**src/rtl/fetch_controller_pkg.sv**
```systemverilog
// Shared types and constants for the instruction fetch controller.
// Holds the FSM state encoding and the fetch-buffer entry layout.
package fetch_controller_pkg;

   localparam int          PC_W = 32;
   localparam logic [31:0] NOP  = 32'h0000_0013;

   typedef enum logic [1:0] {
      BOOT = 2'b00,
      RUN  = 2'b01,
      HALT = 2'b10
   } state_t;

   typedef struct packed {
      logic [PC_W-1:0] pc;
      logic [31:0]     instr;
      logic            misalign;
   } fb_entry_t;

   function automatic logic [PC_W-1:0] align_pc(input logic [PC_W-1:0] pc);
      return {pc[PC_W-1:2], 2'b00};
   endfunction

endpackage

```
**src/rtl/fetch_controller_if.sv**
```systemverilog
// Fetch-to-decode handshake bundle.
// master drives the head entry, slave returns if_ready.
interface fetch_controller_if;
   import fetch_controller_pkg::*;

   logic            if_valid;
   logic            if_ready;
   logic [31:0]     if_instr;
   logic [PC_W-1:0] if_pc;
   logic            if_misalign;

   modport master (
      output if_valid,
      output if_instr,
      output if_pc,
      output if_misalign,
      input  if_ready
   );

   modport slave (
      input  if_valid,
      input  if_instr,
      input  if_pc,
      input  if_misalign,
      output if_ready
   );

endinterface

```
**src/rtl/fetch_controller_buffer.sv**
```systemverilog
// Small synchronous FIFO of fetched entries with a flush input.
// Head reads as all-zero while empty.
module fetch_buffer
   import fetch_controller_pkg::*;
#(
   parameter int DEPTH = 2
) (
   input  logic      clk,
   input  logic      rst_n,
   input  logic      flush,
   input  logic      push,
   input  fb_entry_t push_data,
   input  logic      pop,
   output fb_entry_t head,
   output logic      valid,
   output logic      full
);

   localparam int PW = (DEPTH > 2) ? 2 : 1;

   fb_entry_t     mem_q [DEPTH];
   logic [PW-1:0] rd_q;
   logic [PW-1:0] wr_q;
   logic [PW:0]   cnt_q;
   logic          do_pop;
   logic          do_push;

   assign valid   = (cnt_q != '0);
   assign full    = (cnt_q == (PW+1)'(DEPTH));
   assign do_pop  = pop & valid;
   assign do_push = push & (~full | do_pop);
   assign head    = valid ? mem_q[rd_q] : '0;

   // Pointer and occupancy update; reset and flush both empty the FIFO.
   always_ff @(posedge clk) begin
      if (!rst_n || flush) begin
         rd_q  <= '0;
         wr_q  <= '0;
         cnt_q <= '0;
      end else begin
         if (do_pop)
            rd_q <= rd_q + PW'(1);
         if (do_push)
            wr_q <= wr_q + PW'(1);
         unique case ({do_push, do_pop})
            2'b10:   cnt_q <= cnt_q + 1'b1;
            2'b01:   cnt_q <= cnt_q - 1'b1;
            default: cnt_q <= cnt_q;
         endcase
      end
   end

   // Entry storage; a write racing a flush is dropped.
   always_ff @(posedge clk) begin
      if (rst_n && !flush && do_push)
         mem_q[wr_q] <= push_data;
   end

endmodule

```
**src/rtl/fetch_controller.sv**
```systemverilog
// Instruction fetch controller: sequential PC, redirect, halt and
// a small decoupling buffer feeding decode.
module fetch_controller
   import fetch_controller_pkg::*;
#(
   parameter logic [PC_W-1:0] RESET_PC = 32'h0000_0000,
   parameter int              DEPTH    = 2
) (
   input  logic            clk,
   input  logic            rst_n,
   output logic [PC_W-1:0] imem_addr,
   input  logic [31:0]     imem_rdata,
   input  logic            redirect_valid,
   input  logic [PC_W-1:0] redirect_pc,
   input  logic            halt_req,
   fetch_controller_if.master dec,
   output logic [31:0]     fetch_count
);

   state_t          state_q;
   state_t          state_d;
   logic [PC_W-1:0] fetch_pc_q;
   logic            mis_q;
   logic            pop;
   logic            push_req;
   logic            fb_full;
   logic            fb_valid;
   fb_entry_t       fb_head;
   fb_entry_t       fb_in;

   assign imem_addr = fetch_pc_q;
   assign pop       = dec.if_valid & dec.if_ready;

   assign fb_in.pc       = fetch_pc_q;
   assign fb_in.instr    = imem_rdata;
   assign fb_in.misalign = mis_q;

   // Next state and fetch permission.
   always_comb begin
      state_d  = state_q;
      push_req = 1'b0;
      unique case (state_q)
         BOOT: state_d = RUN;
         RUN: begin
            if (halt_req)
               state_d = HALT;
            else
               push_req = ~fb_full | pop;
         end
         HALT: begin
            if (!halt_req)
               state_d = RUN;
         end
         default: state_d = BOOT;
      endcase
   end

   // State register.
   always_ff @(posedge clk) begin
      if (!rst_n)
         state_q <= BOOT;
      else
         state_q <= state_d;
   end

   // Fetch PC and pending misalign flag; redirect beats a push.
   always_ff @(posedge clk) begin
      if (!rst_n) begin
         fetch_pc_q <= RESET_PC;
         mis_q      <= 1'b0;
      end else if (redirect_valid) begin
         fetch_pc_q <= align_pc(redirect_pc);
         mis_q      <= |redirect_pc[1:0];
      end else if (push_req) begin
         fetch_pc_q <= fetch_pc_q + 32'd4;
         mis_q      <= 1'b0;
      end
   end

   // Count decode handshakes, including ones in a redirect cycle.
   always_ff @(posedge clk) begin
      if (!rst_n)
         fetch_count <= '0;
      else if (pop)
         fetch_count <= fetch_count + 32'd1;
   end

   fetch_buffer #(
      .DEPTH (DEPTH)
   ) u_buf (
      .clk       (clk),
      .rst_n     (rst_n),
      .flush     (redirect_valid),
      .push      (push_req),
      .push_data (fb_in),
      .pop       (pop),
      .head      (fb_head),
      .valid     (fb_valid),
      .full      (fb_full)
   );

   assign dec.if_valid    = fb_valid;
   assign dec.if_instr    = fb_head.instr;
   assign dec.if_pc       = fb_head.pc;
   assign dec.if_misalign = fb_head.misalign;

endmodule

```
**src/flat_wrapper.sv**
```systemverilog
// flat-port wrapper written by rule: the top's interface ports become plain ports
module fetch_controller_flat import fetch_controller_pkg::*;
#(
   parameter logic [PC_W-1:0] RESET_PC = 32'h0000_0000,
   parameter int              DEPTH    = 2
)
  (clk, rst_n, imem_addr, imem_rdata, redirect_valid, redirect_pc, halt_req, fetch_count, dec_if_valid, dec_if_instr, dec_if_pc, dec_if_misalign, dec_if_ready);
  fetch_controller_if dec_i ();
  input  logic clk;
  input  logic rst_n;
  output logic [PC_W-1:0] imem_addr;
  input  logic [31:0] imem_rdata;
  input  logic redirect_valid;
  input  logic [PC_W-1:0] redirect_pc;
  input  logic halt_req;
  output logic [31:0] fetch_count;
  output wire logic [$bits(dec_i.if_valid)-1:0] dec_if_valid;
  output wire logic [$bits(dec_i.if_instr)-1:0] dec_if_instr;
  output wire logic [$bits(dec_i.if_pc)-1:0] dec_if_pc;
  output wire logic [$bits(dec_i.if_misalign)-1:0] dec_if_misalign;
  input wire logic [$bits(dec_i.if_ready)-1:0] dec_if_ready;
  assign dec_if_valid = dec_i.if_valid;
  assign dec_if_instr = dec_i.if_instr;
  assign dec_if_pc = dec_i.if_pc;
  assign dec_if_misalign = dec_i.if_misalign;
  assign dec_i.if_ready = dec_if_ready;
  fetch_controller #(.RESET_PC(RESET_PC), .DEPTH(DEPTH)) u_core (.clk(clk), .rst_n(rst_n), .imem_addr(imem_addr), .imem_rdata(imem_rdata), .redirect_valid(redirect_valid), .redirect_pc(redirect_pc), .halt_req(halt_req), .dec(dec_i), .fetch_count(fetch_count));
endmodule
```
**config.mk**
```make
export PLATFORM = sky130hd
export DESIGN_NAME = fetch_controller_flat
export DESIGN_NICKNAME = d
export VERILOG_FILES = /design/src/rtl/fetch_controller_pkg.sv /design/src/rtl/fetch_controller_if.sv /design/src/rtl/fetch_controller_buffer.sv /design/src/rtl/fetch_controller.sv /design/src/flat_wrapper.sv
export SDC_FILE = /design/constraint.sdc
export NUM_CORES = 1
export LEC_CHECK = 0
export BUFFER_PORTS_ARGS = -buffer_cell sky130_fd_sc_hd__buf_4
export CAP_MARGIN = 20
export CORE_MARGIN = 3
export CORE_UTILIZATION = 54
export DETAILED_ROUTE_END_ITERATION = 12
export HOLD_SLACK_MARGIN = 0.02
export PLACE_DENSITY = 0.77
export SLEW_MARGIN = 20
export SYNTH_ARGS = -nofsm -noshare
export SYNTH_HDL_FRONTEND = slang
export SYNTH_SLANG_ARGS = --single-unit
```
**constraint.sdc**
```tcl
create_clock -name clk -period 8.6 [get_ports clk]
set_clock_uncertainty 0.05 [all_clocks]
set_input_delay 0.43 -clock clk [delete_from_list [all_inputs] [get_ports clk]]
set_output_delay 0.43 -clock clk [all_outputs]
set_load 0.1 [all_outputs]
```
Word-level counts from Yosys, hierarchy flattened
Memory sizes are Yosys's and may differ from the RTL's. A register that Yosys moved wholly into a read port is not among the register bits.
Index checks and enable logic that the tools add are counted.
- register bits after elaboration: 71
- memory bits (writable): 130
- input port bits: 69
- word-level logic and storage cells: 56
- memories: 1
- $add $sub $neg: 6
- equal/unequal tests: 7
- mux-type cells: 15
- bitwise gates (word level): 7
- reduce and logical (&&, ||, !) cells: 12
- memory list (memory ; words ; bits a word ; read ports ; clocked after memory_dff ; wr ports ; line ; text):
    u_core.u_buf.mem_q ; 2 ; 65 ; 1 ; 1 ; 1 ; fetch_controller_buffer.sv:21 ; fb_entry_t mem_q [DEPTH];
- operators with widths (kind ; count):
    65-bit two-way mux ; 1
    32-bit two-way mux ; 2
    32-bit by 1-bit adder with 32-bit output (second input constant) ; 1
    32-bit by 3-bit adder with 32-bit output (second input constant) ; 1
    1-bit two-way mux ; 8
    2-bit == test (second input constant) ; 3
    2-bit one-hot mux with 3 select lines ; 1
    2-bit nonzero test ; 3
    2-bit by 1-bit == test with 1-bit output (second input constant) ; 2
    2-bit two-way mux ; 2
    2-bit inequality test (second input constant) ; 2
    2-bit one-hot mux with 2 select lines ; 1
    2-bit OR reduction ; 2
    1-bit AND ; 3
    1-bit adder (second input constant) ; 2
    2-bit by 1-bit adder with 2-bit output (second input constant) ; 1
    1-bit logical AND ; 2
    1-bit zero test ; 2
    2-bit zero test ; 1
    1-bit NOT ; 2
    1-bit bitwise OR ; 2
    2-bit AND reduction ; 1
    2-bit by 1-bit subtractor with 2-bit output (second input constant) ; 1
    1-bit logical OR ; 1

Longest topological paths before layout
- depth in word-level cells: 9
- depth in mapped cells: 8

Cells and area by module
From an unflattened synthesis, not the netlist that was laid out.
- cell total of the unflattened synthesis: 740
- area total of the unflattened synthesis: 8720.9 µm²
- by module, submodules not included (module ; times used ; cells an instance ; area an instance (µm²) ; sequential area each (µm²)):
    fetch_buffer ; 1 ; 303 ; 5123.7 ; 4003.8
    fetch_controller ; 1 ; 437 ; 3597.2 ; 1301.2

Least setup slack after synthesis
OpenSTA, ideal clock, no wires.
- kind: input to register
- start: input halt_req
- end: memory u_core.u_buf.mem_q[0][0] (netlist name) (enable)
- library setup time: 0.561 ns
- arrival time: 5.693 ns
- data required time: 7.989 ns
- setup slack: 2.296 ns
- stages: 5
- buffers on the path: 1
- cell sequence: or3b_1 > buf_2 > nor2_1 > inv_1 > nor3_1
- word-level cells in the longest chain between the ends: 6
- ends and longest elaborated chain (element ; line ; text):
    start, declared ; flat_wrapper.sv:15 ; input logic halt_req;
    1-bit two-way mux ; fetch_controller.sv:45 ; if (halt_req)
    1-bit two-way mux ; fetch_controller.sv:42 ; unique case (state_q)
    1-bit AND ; fetch_controller_buffer.sv:31 ; assign do_push = push & (~full | do_pop);
    1-bit logical AND ; fetch_controller_buffer.sv:55 ; if (rst_n && !flush && do_push)
    1-bit two-way mux ; fetch_controller_buffer.sv:55 ;
    1-bit two-way mux (implied by the code) ; fetch_controller_buffer.sv:56 ; mem_q[wr_q] <= push_data;
    end, declared ; fetch_controller_buffer.sv:21 ;
Every way passes these cells.

Worst setup path after layout
- start: register u_core.state_q[0]
- end: memory u_core.u_buf.mem_q[0][12] (netlist name) (enable)
- word-level cells in the longest chain between the ends: 6
- ends and longest elaborated chain (element ; line ; text):
    start, declared ; fetch_controller.sv:20 ; state_t state_q;
    start signal, assigned ; fetch_controller.sv:63 ; state_q <= state_d;
    2-bit by 1-bit == test with 1-bit output ; fetch_controller.sv:42 ;
    1-bit two-way mux ; fetch_controller.sv:42 ;
    1-bit AND ; fetch_controller_buffer.sv:31 ;
    1-bit logical AND ; fetch_controller_buffer.sv:55 ;
    1-bit two-way mux ; fetch_controller_buffer.sv:55 ;
    1-bit two-way mux (implied by the code) ; fetch_controller_buffer.sv:56 ;
Every way passes these cells.

==> metrics.cfg <==
[detailed_routing]
drt_wl_total_um=20020
avgViaCountPerCell=5.908
num_vias=6398
first_iter_violations=542
dr.pass1.iters=5
drcViolationCount=0
wire_per_inst_um=18.48
postRouteAntennaNets=0

[final_layout]
area_growth_syn_to_layout_pct=25.73
nets=958
multi_input_area_mm2=0.002985
ff_latch_area_mm2=0.005189
n_fill_cell=1059
fin_area_mm2=0.01052
post-route-util_pct=70.76
diodes=0
drive_above_1_share_pct=26.70

[sta]
max_freq_mhz=293.1
hold_violations=0
hold_ws_ps=135.4
worstMarginPinSlew_ps=977.0
tns_ps=0
rsz0062_at_grt=no
slew_headroom_pct=34.51
setup_viol=0
finalCritPeriodShare_pct=39.67
drv_slew=0
period_needed_ps=3412
finalWorstSetupSlack_ps=5188

[cts]
clkSinkCount=196
clkTransAtPathRegs_ps=70
htree_levels=4
cts_setup_buffers=0
cts_resized=0
cts_root_buf=clkbuf_16
ctsHoldBuffers=0
numCtsBuffers=17
clk_latency_ps=430
cts_buffer_depth=2
cts_tree=yes

[global_routing]
antenna_found_initial=0
grt-busiest-layer=met2
gr-usage-met3_pct=5.691
grt_overflow=0
grt_max_degree=65
grt_use_met2_pct=38.23
grt_pass1_wl_um=30300
use_met1_pct=28.05
track_usage_pct=22.86
grt_pass1_vias=6111

[floorplanning]
die_w_um=130.5
die-area_mm2=0.01702
io_pins=199
die_h_um=130.5
start_util_pct=56.28
coreArea_mm2=0.01486
row_count=44

[hold_path]
whs_path_depth=1
hp-class=in2reg
min_to=u_core.u_buf.mem_q[1][30]$_DFFE_PP_
min-delay-start=imem_rdata[29]

[synthesis]
synth_area_mm2=0.008366
synth_area_per_cell_um2=11.78
synth_edf_count=126
async_flop_share_pct=0
ys_types=50
synth-seq-cells=196
syn_inst=710
yosys_most_used_dff=edfxtp_1
yosysSeqAreaShare_pct=61.98
yosys_warnings=0

[critical_path]
r2r_start=u_core.state_q[0]$_SDFFE_PN0P_
cp-start-kind=register
cp_max_fo=53
crit_arrival_ps=3420
ff2ff_setup_slack_ps=5190
r2r-end=u_core.u_buf.mem_q[0][12]$_DFFE_PP_
critPathKind=reg2reg
rr_worst_depth=5
end_kind=register
crit_required_ps=8610

[power]
power_leakage_uw=0.003748
vdd_drop_max_uv=134.7
pwr_density_cell_mw_per_mm2=197.0

[flow_run]
drv_cap=0

[place]
portBuffers=194
pre_cts_ws_ps=5032
dp_hpwl_um=13260
gp_congestion=0.8395
dpl-instance-area_mm2=0.009926

[status]
outcome=finished clean

-- how the worst max path moves through the flow --
stage,endpoint,cells past startpoint,slack (ps),start
finish,u_core.u_buf.mem_q[0][12]$_DFFE_PP_,5,5190,u_core.state_q[0]$_SDFFE_PN0P_
global placement,u_core.u_buf.mem_q[0][6]$_DFFE_PP_,6,5180,halt_req
detailed placement,u_core.u_buf.mem_q[0][8]$_DFFE_PP_,6,5030,halt_req
CTS,u_core.u_buf.mem_q[0][18]$_DFFE_PP_,5,5200,u_core.state_q[0]$_SDFFE_PN0P_
global route,u_core.u_buf.mem_q[0][3]$_DFFE_PP_,5,4940,u_core.state_q[0]$_SDFFE_PN0P_
floorplan,u_core.u_buf.mem_q[0][0]$_DFFE_PP_,5,2300,halt_req
-- cell families (layout without fill, tap and decap cells) --
| logic type | Yosys count | in the layout | synth area share (%) |
|---|---|---|---|
| multiplexers | 63 | 63 | 7.538 |
| XOR/XNOR | 20 | 20 | 2.094 |
| flip-flops | 196 | 196 | 61.98 |
| AND/OR/NAND/NOR | 245 | 245 | 15.93 |
| adder cells (fa/ha/maj) | 4 | 4 | 0.5684 |
| buffers and inverters | 56 | 242 | 2.782 |
| other | 1 | 4 | 0.04483 |
| AO/OA/AOI/OAI | 125 | 125 | 9.064 |
-- cells in the final DEF, fill, tap and decap left out, drive strengths merged, types with 9 or more instances in the layout --
cell type,instances
and3,13
inv,12
o21ai,40
a21oi,34
xor2,9
nor3,10
a31oi,11
nor2,82
nand4,20
nand3,18
edfxtp,126
dfxtp,70
and4,13
nand2,23
o31ai,21
or4,22
mux2i,63
clkbuf,19
buf,199
or3,15
xnor2,11
-- report_power, final --
part | internal [µW] | switching (µW) | leakage [µW]
sequential | 1020 | 26.6 | 0.00172
clock | 427 | 336 | 0.000263
combinational | 64.0 | 200 | 0.00177
total | 1510 | 562 | 0.00375
-- routing by layer --
metal	wire length (µm)	share of wire (%)	up-vias
li1	-	-	3034
met3	1430	7.1	46
met1	8127	41	3069
met5	0	0	-
met2	9815	49	249
met4	642	3.2	0
-- flip-flops by register name, summed over array words and instances, names as in the netlist, named ones only --
signal,cells
u_core.imem_addr,30
u_core.u_buf.cnt_q,2
u_core.mis_q,1
u_core.state_q,2
u_core.u_buf.mem_q,126
u_core.u_buf.wr_q,1
u_core.fetch_count,32
u_core.u_buf.rd_q,1
-- cell type report --
class	instances	share of cell area (%)
sequential	196	49.33
multi-input combinational	461	28.38
timing repair buffer	199	14.32
clock buffer	19	4.116
tap	184	2.189
clock inverter	13	1.261
inverter	11	0.3926
-- cell usage after synthesis, types with 3 or more instances --
cell type / n / share of area [%]
edfxtp_1: 126 / 45
nor2_1: 82 / 3.7
dfxtp_1: 70 / 17
mux2i_1: 63 / 7.5
o21ai_0: 39 / 2.3
a21oi_1: 34 / 2.0
clkbuf_1: 32 / 1.4
nand2_1: 23 / 1.0
or4_1: 22 / 2.0
o31ai_1: 21 / 1.9
nand4_1: 20 / 1.5
nand3_1: 18 / 1.1
or3_1: 15 / 1.1
and3_1: 13 / 0.97
and4_1: 13 / 1.4
a31oi_1: 11 / 0.82
xnor2_1: 11 / 1.2
inv_1: 10 / 0.45
nor3_1: 10 / 0.60
xor2_1: 9 / 0.94
a211oi_1: 7 / 0.63
nor4_1: 6 / 0.45
buf_1: 5 / 0.22
buf_4: 5 / 0.45
and2_1: 4 / 0.30
nor3b_1: 4 / 0.36
buf_2: 3 / 0.18
ha_1: 3 / 0.45
nor2b_1: 3 / 0.22
-- per-stage QoR --
stage	cells	power, µW
global route	1083	2130
global placement	1050	1325
CTS	1082	2082
finish	1083	2072
floorplan	713	1253
detailed placement	1050	1330
-- worst max-delay path, stage by stage, from the launching register on --
cell and delay, ps:
dfxtp_1 380, or3b_1 510, nor2_1 370, inv_1 170, nor3_2 810, buf_4 720
Note: power is estimated with default switching activity, not from simulation.
